## src/rtl/counter_pkg.sv

```systemverilog
// rtl/counter_pkg.sv - shared constants and load clamp helper for the mod-N up/down counter
package counter_pkg;

    localparam logic DIR_UP     = 1'b1;
    localparam logic DIR_DOWN   = 1'b0;
    localparam int   WRAP_CNT_W = 8;

    // Out-of-range load values saturate to the top of the count range.
    function automatic int clamp_load(input int value, input int modulus);
        return (value < modulus) ? value : modulus - 1;
    endfunction

endpackage

```

## src/rtl/counter_tff_cell.sv

```systemverilog
// rtl/counter_tff_cell.sv - single toggle flip-flop bit with async active-low reset and sync load
module counter_tff_cell (
    input  logic clk,
    input  logic reset,
    input  logic load,
    input  logic d,
    input  logic t,
    output logic q
);

    logic r_q;

    always_ff @(posedge clk or negedge reset) begin
        if (!reset) begin
            r_q <= 1'b0;
        end else if (load) begin
            r_q <= d;
        end else if (t) begin
            r_q <= ~r_q;
        end
    end

    assign q = r_q;

endmodule

```

## src/rtl/mod_n_updown_counter.sv

```systemverilog
// rtl/mod_n_updown_counter.sv - mod-N up/down counter with load and terminal count; MOD_COUNTER_WRAP_COUNT_EN adds wrap_count
module mod_n_updown_counter
    import counter_pkg::*;
#(
    parameter int WIDTH   = 3,
    parameter int MODULUS = 8
) (
    input  logic             clk,
    input  logic             reset,
    input  logic             enable,
    input  logic             up,
    input  logic             load,
    input  logic [WIDTH-1:0] load_value,
    output logic [WIDTH-1:0] out,
    output logic             loop_end
`ifdef MOD_COUNTER_WRAP_COUNT_EN
    ,
    output logic [WRAP_CNT_W-1:0] wrap_count
`endif
);

    if (WIDTH < 1 || WIDTH > 16) begin : g_bad_width
        $error("mod_n_updown_counter: WIDTH must be 1..16");
    end
    if (MODULUS < 2 || MODULUS > (2 ** WIDTH)) begin : g_bad_modulus
        $error("mod_n_updown_counter: MODULUS must be 2..2**WIDTH");
    end

    localparam logic [WIDTH-1:0] MAX_VAL = WIDTH'(MODULUS - 1);

    logic [WIDTH-1:0] w_q;
    logic [WIDTH-1:0] w_load_val;
    logic [WIDTH-1:0] w_up_t;
    logic [WIDTH-1:0] w_dn_t;
    logic [WIDTH-1:0] w_toggle;
    logic             w_at_term;

    assign w_load_val = WIDTH'(clamp_load(int'(load_value), MODULUS));
    assign w_at_term  = (up == DIR_UP) ? (w_q == MAX_VAL) : (w_q == '0);

    // Ripple carry/borrow chain: a bit toggles when all lower bits are 1 (up) or 0 (down).
    always_comb begin
        w_up_t    = '0;
        w_dn_t    = '0;
        w_up_t[0] = 1'b1;
        w_dn_t[0] = 1'b1;
        for (int i = 1; i < WIDTH; i++) begin
            w_up_t[i] = w_up_t[i-1] & w_q[i-1];
            w_dn_t[i] = w_dn_t[i-1] & ~w_q[i-1];
        end
    end

    // At the terminal value, toggle exactly the bits that differ from the wrap target.
    always_comb begin
        w_toggle = '0;
        if (enable) begin
            if (w_at_term) begin
                w_toggle = (up == DIR_UP) ? w_q : (w_q ^ MAX_VAL);
            end else begin
                w_toggle = (up == DIR_UP) ? w_up_t : w_dn_t;
            end
        end
    end

    for (genvar i = 0; i < WIDTH; i++) begin : g_cell
        counter_tff_cell u_cell (
            .clk   (clk),
            .reset (reset),
            .load  (load),
            .d     (w_load_val[i]),
            .t     (w_toggle[i]),
            .q     (w_q[i])
        );
    end

    assign out      = w_q;
    assign loop_end = reset & enable & ~load & w_at_term;

`ifdef MOD_COUNTER_WRAP_COUNT_EN
    logic [WRAP_CNT_W-1:0] r_wrap_cnt;

    always_ff @(posedge clk or negedge reset) begin
        if (!reset) begin
            r_wrap_cnt <= '0;
        end else if (load) begin
            r_wrap_cnt <= '0;
        end else if (loop_end) begin
            r_wrap_cnt <= r_wrap_cnt + 1'b1;
        end
    end

    assign wrap_count = r_wrap_cnt;
`endif

endmodule

```

## config.mk

```make
export PLATFORM = sky130hd
export DESIGN_NAME = mod_n_updown_counter
export DESIGN_NICKNAME = d
export VERILOG_FILES = /design/src/rtl/counter_pkg.sv /design/src/rtl/counter_tff_cell.sv /design/src/rtl/mod_n_updown_counter.sv
export SDC_FILE = /design/constraint.sdc
export NUM_CORES = 1
export LEC_CHECK = 0
export ABC_AREA = 1
export CORE_AREA = 10 10 47 49
export CTS_BUF_LIST = sky130_fd_sc_hd__clkbuf_2
export CTS_CLUSTER_SIZE = 24
export DETAILED_ROUTE_END_ITERATION = 10
export DIE_AREA = 0 0 57 59
export HOLD_SLACK_MARGIN = 0.1
export PLACE_DENSITY = 0.54
export SETUP_SLACK_MARGIN = 0.4
export SLEW_MARGIN = 5
export SYNTH_ARGS = -nofsm -noshare
export SYNTH_HDL_FRONTEND = slang
export SYNTH_SLANG_ARGS = --single-unit
```

## constraint.sdc

```tcl
create_clock -name clk -period 2.1 [get_ports clk]
set_input_delay 0.42 -clock clk [delete_from_list [all_inputs] [get_ports clk]]
set_output_delay 0.42 -clock clk [all_outputs]
set_load 0.02 [all_outputs]
```

# Word level (Yosys, flattened, before mapping)
# Cells that the tools add are included.
[totals]
regBits = 3
in_bits = 8
out_inout_bits = 4
wordCells = 29
[op_classes]
n_eq_ne = 1
n_mux = 11
bitwise = 10
n_reduce_logical = 4
[op_table]
columns = ["cell", "count"]
rows = [
  ["two-way mux 3 bit", 4],
  ["two-way mux 1 bit", 7],
  ["nonzero test 2 bit", 3],
  ["AND 1 bit", 5],
  ["inverter 1 bit", 4],
  ["== test 3 bit, second input constant", 1],
  ["logical NOT 3 bit", 1],
  ["inverter 3 bit", 1],
]

# Depth between registers and ports, before layout
[logic_depth]
depth_word = 7
depth_mapped = 6
ltp_nobuf = 6

# Hierarchy
# A second synthesis with hierarchy kept.
[hier_totals]
hier_cells = 45
hier_area_um2 = 247.7
[by_module_without_submodules]
columns = ["mod", "n_inst", "cells_per_inst", "area_each_um2", "seq_area_each_um2"]
rows = [
  ["counter_tff_cell", 3, 9, 57.6, 25.0],
  ["mod_n_updown_counter", 1, 18, 75.1, 0.0],
]

# Worst setup path after synthesis
# Ideal clock, no wire load.
[synth_timing]
path_kind = "register to output"
start = "register g_cell[0].u_cell.r_q"
end = "output loop_end"
t_arrival_ps = 957
required_time_ps = 1680
path_slack_ps = 723
stages_incl_launch_ff = 4
n_path_buf = 0
cell_sequence = "dfrtp_1 > o21ai_1 > nand3_2 > nor3_2"
[synth_between]
elab_chain_len = 3
[synth_rtl]
columns = ["element", "line", "text"]
rows = [
  ["start: declaration", "counter_tff_cell.sv:11", "logic r_q;"],
  ["start signal: assignment", "counter_tff_cell.sv:19", "r_q <= ~r_q;"],
  ["== test 3 bit or logical NOT 3 bit (tied branches)", "mod_n_updown_counter.sv:39", "assign w_at_term = (up == DIR_UP) ? (w_q == MAX_VAL) : (w_q == '0);"],
  ["two-way mux 1 bit (*)", "mod_n_updown_counter.sv:39", ""],
  ["AND 1 bit (*)", "mod_n_updown_counter.sv:77", "assign loop_end = reset & enable & ~load & w_at_term;"],
  ["end: declaration", "mod_n_updown_counter.sv:15", "output logic loop_end"],
]
# Mark *: on every way between the ends. The rest lies on a longest branch, timed or not.

# Final worst setup path
[layout_timing]
start = "input reset"
end = "output loop_end"
[layout_between]
elab_chain_len = 3
[layout_rtl]
columns = ["element", "line", "text"]
rows = [
  ["start: declaration", "mod_n_updown_counter.sv:9", "input logic reset,"],
  ["AND 1 bit (3 in series)", "mod_n_updown_counter.sv:77", ""],
]
# No other way between the ends.

==> reports/qor.csv <==
stage,metric,value,unit
worst_setup_path,class of the most critical setup path,input port to primary output,
sta,time the worst path needs with I/O delays and setup,1.67,ns
sta,PnR worst setup slack,0.433,ns
global_route,All-Layer GR Usage,3.94,%
worst_setup_path,Critical Path End Type,primary output,
clocking,TritonCTS clock tree,yes,
floorplan,number of I/O pins,12,
global_route,global-route wire length before repair,993,um
run,max-cap viol count,0,
power_and_ir_drop,power per standard cell area,615,mW/mm^2
worst_setup_path,FF-to-FF path depth,7,
floorplan,Die Span Y,59,um
logic_synthesis,summed instance area of the synthesized netlist,239,um^2
worst_setup_path,end of the worst register-to-register path,g_cell[1].u_cell.q,
worst_setup_path,register-to-register setup slack,0.97,ns
logic_synthesis,Synth Area per Inst,6.83,um^2
logic_synthesis,Synth Warn #,0,
placement,final weighted congestion in routability-driven placement,0.695,
final_layout,number of nets at the end of the flow,62,
clocking,number of buffers inserted by hold repair at cts,0,
sta,Fmax achieved,600,MHz
worst_setup_path,cell-by-cell listing of the critical path,clkdlybuf4s50_1 -> nand3_1 -> nor3_2 -> buf_4,
placement,Placed Cells incl. Taps,65,
placement,# port buffers,11,
final_layout,area of combinational cells with multiple inputs,130,um^2
clocking,maximum buffer depth of the clock tree,2,
clocking,post-CTS setup buffer count,0,
sta,worst hold slack across all endpoints,0.498,ns
final_layout,number of filler cells placed in the layout,173,
placement,pre-CTS worst setup slack,-0.280,ns
clocking,clock latency at the later pin of the worst-skew pair,0.20,ns
logic_synthesis,Synth Net Count,43,
power_and_ir_drop,Clk pwr share,31.6,%
route,post-detailed-route DRC marker count,0,
floorplan,Die Footprint,0.00336,mm^2
route,total via count after detailed routing,263,
worst_setup_path,largest fanout on the critical path,2,
route,routed vias/inst,3.81,
worst_setup_path,CP Launch Type,input port,
worst_setup_path,critical path data required time,1.68,ns
floorplan,initial core utilization,17.1,%
power_and_ir_drop,share of total power in sequential cells,31.7,%
worst_setup_path,Crit path max-delay family,buffers and inverters,
power_and_ir_drop,switching power share of the total,34.8,%
sta,final worst clock skew,0.000553,ns
sta,portion of the clock cycle consumed by the worst path in the final layout,79.4,%
logic_synthesis,top cell type's share of synthesized area,31.4,%
worst_setup_path,arrival time reported for the critical path endpoint,1.25,ns
sta,Final Slew Violations,0,
route,Antenna Nets Post-Route,0,
sta,Final setup violation count,0,
clocking,post-CTS clock slew at the launch and capture registers of the worst setup and hold paths,0.04,ns
placement,Placed Instance Area,392,um^2
sta,Setup TNS Final,0,ns
route,average wire per standard cell,9.25,um
clocking,TritonCTS Buffers,3,
logic_synthesis,"Distinct cells, synth",15,
global_route,number of antenna violations at the first check in global routing,0,
power_and_ir_drop,switching power,88.4,uW
final_layout,post-route cell area,414,um^2
sta,RSZ-0062 raised after global routing,true,
clocking,cell at the root of the clock tree,sky130_fd_sc_hd__clkbuf_2,
final_layout,Largest register FFs,3,
sta,Max-slew headroom,84.6,%
logic_synthesis,post-synthesis sequential area ratio,31.4,%
worst_setup_path,delay of the slowest cell on the worst path,0.47,ns
power_and_ir_drop,Design Power,255,uW
power_and_ir_drop,static leakage,0.223,nW
global_route,remaining global-route overflow,0,
logic_synthesis,post-synthesis cell type with the largest combined area,sky130_fd_sc_hd__dfrtp_1,
worst_setup_path,cell with the largest stage delay on the worst path,sky130_fd_sc_hd__clkdlybuf4s50_1,
worst_setup_path,reg-to-reg startpoint,g_cell[0].u_cell.q,
final_layout,core occupancy in the finished layout,29.6,%
clocking,total number of H-tree levels,1,
clocking,clock net sink count,3,
floorplan,horizontal extent of the die,57,um
floorplan,core area,0.00140,mm^2
logic_synthesis,number of synthesized register bits,3,
global_route,largest net degree at the start of global routing,7,
logic_synthesis,synthesized instance count,35,
final_layout,ratio of cells with drive above 1 in the final layout,32.1,%
sta,slew at the pin closest to its max-slew limit,0.231,ns
final_layout,synth-to-layout area growth,73.3,%
power_and_ir_drop,Pint,166,uW
final_layout,diode count,0,
route,total wirelength of the detailed-routed design,638,um
route,number of optimization iterations in the first detailed-route pass,2,
power_and_ir_drop,relative contribution of combinational cells to total power,36.7,%
run_status,run status,finished clean,
hold_path,classification of the worst-slack hold path,input port to async pin,
global_route,via count of the first global-routing pass,259,
route,first-iteration detailed-routing DRC count,1,
final_layout,area occupied by registers,75.1,um^2
final_layout,Final Instance Count excl. Fillers,69,
logic_synthesis,cell types occupying the most area after synthesis,"sky130_fd_sc_hd__dfrtp_1, sky130_fd_sc_hd__nand2_1, sky130_fd_sc_hd__buf_4, sky130_fd_sc_hd__nand3_1, sky130_fd_sc_hd__nand2_2",
sta,endpoints failing hold,0,
power_and_ir_drop,Peak VDD IR,185,uV
floorplan,# rows,14,
worst_setup_path,worst path bufs/invs,2,
## synth_stat cells
library cell,n
sky130_fd_sc_hd__o21ai_1,2
sky130_fd_sc_hd__nand3_2,1
sky130_fd_sc_hd__nand2_1,9
sky130_fd_sc_hd__o21ai_0,2
sky130_fd_sc_hd__inv_2,1
sky130_fd_sc_hd__dfrtp_1,3
sky130_fd_sc_hd__nand3_1,3
sky130_fd_sc_hd__clkinv_1,1
sky130_fd_sc_hd__a21oi_1,1
sky130_fd_sc_hd__nor2_1,3
sky130_fd_sc_hd__xnor2_1,1
sky130_fd_sc_hd__nor3_2,1
sky130_fd_sc_hd__buf_4,3
sky130_fd_sc_hd__inv_1,2
sky130_fd_sc_hd__nand2_2,2
## cell type report
class	instances	share of cell area, %
multi-input cells	25	31.4
inverters	4	3.63
repair buffers	17	37.2
well taps	16	4.83
clock buffers	4	4.83
flip-flops and latches	3	18.1
## power by group through the flow
stage	Sequential, mW	Clock [mW]	Combinational, mW
4_1_cts	0.0802	0.0868	0.0940
5_1_grt	0.0828	0.0892	0.104
6_report	0.0806	0.0805	0.0934
3_5_place_dp	0.0809	0	0.0977
3_3_place_gp	0.0809	0	0.0969
2_1_floorplan	0.0778	0	0.0587
## kinds of logic (layout without fill, tap and decap cells)
family | after synthesis | after routing | synth area share [%]
AND/OR/NAND/NOR | 19 | 19 | 38.7
buffers and inverters | 7 | 25 | 15.7
AO/OA/AOI/OAI | 5 | 5 | 10.5
flip-flops | 3 | 3 | 31.4
XOR/XNOR | 1 | 1 | 3.67
## placed cells by master (no fill, tap or decap)
| cell | n |
|---|---|
| sky130_fd_sc_hd__inv_1 | 2 |
| sky130_fd_sc_hd__dlygate4sd2_1 | 3 |
| sky130_fd_sc_hd__buf_4 | 7 |
| sky130_fd_sc_hd__nand3_2 | 1 |
| sky130_fd_sc_hd__nand3_1 | 3 |
| sky130_fd_sc_hd__o21ai_0 | 2 |
| sky130_fd_sc_hd__clkinv_1 | 1 |
| sky130_fd_sc_hd__nand2_1 | 9 |
| sky130_fd_sc_hd__inv_2 | 1 |
| sky130_fd_sc_hd__nand2_2 | 2 |
| sky130_fd_sc_hd__dfrtp_1 | 3 |
| sky130_fd_sc_hd__a21oi_1 | 1 |
| sky130_fd_sc_hd__o21ai_2 | 1 |
| sky130_fd_sc_hd__dlymetal6s2s_1 | 2 |
| sky130_fd_sc_hd__xnor2_1 | 1 |
| sky130_fd_sc_hd__clkdlybuf4s50_1 | 4 |
| sky130_fd_sc_hd__nor3_2 | 1 |
| sky130_fd_sc_hd__nor2_1 | 3 |
| sky130_fd_sc_hd__clkbuf_2 | 4 |
| sky130_fd_sc_hd__clkdlybuf4s15_1 | 1 |
| sky130_fd_sc_hd__o21ai_1 | 1 |
## worst register-to-register path: cells and delay by family (launching register included)
| kind | cells | cell delay, ns |
|---|---|---|
| compound gates | 1 | 0.17 |
| flops | 1 | 0.43 |
| buf+inv | 2 | 0.14 |
| simple gates | 4 | 0.27 |
## layer usage
metal  share of wire [%]  up-vias  track usage [%]
met5                   0        -                0
met4                   0        0             4.03
met3                  11        0             2.58
met2                  46        8             5.12
met1                  43      112             4.06
li1                    -      143                -
## worst max path at each step
stage / startpoint / to / slack (ns) / cells after the start
after detailed placement: up / loop_end / -0.28 / 6
after floorplan: g_cell[0].u_cell.q / loop_end / 0.72 / 3
after global routing: g_cell[0].u_cell.q / loop_end / 0.37 / 4
after global placement: up / loop_end / -0.26 / 6
after CTS: g_cell[1].u_cell.q / out[1] / 0.40 / 1
final: reset / loop_end / 0.43 / 4
## repair_timing
item                                    CTS  global route
gates resized for setup                   9             4
pin swaps                                 1             0
endpoints found under the setup margin    2             3
Note: power is estimated with default switching activity, not from simulation.
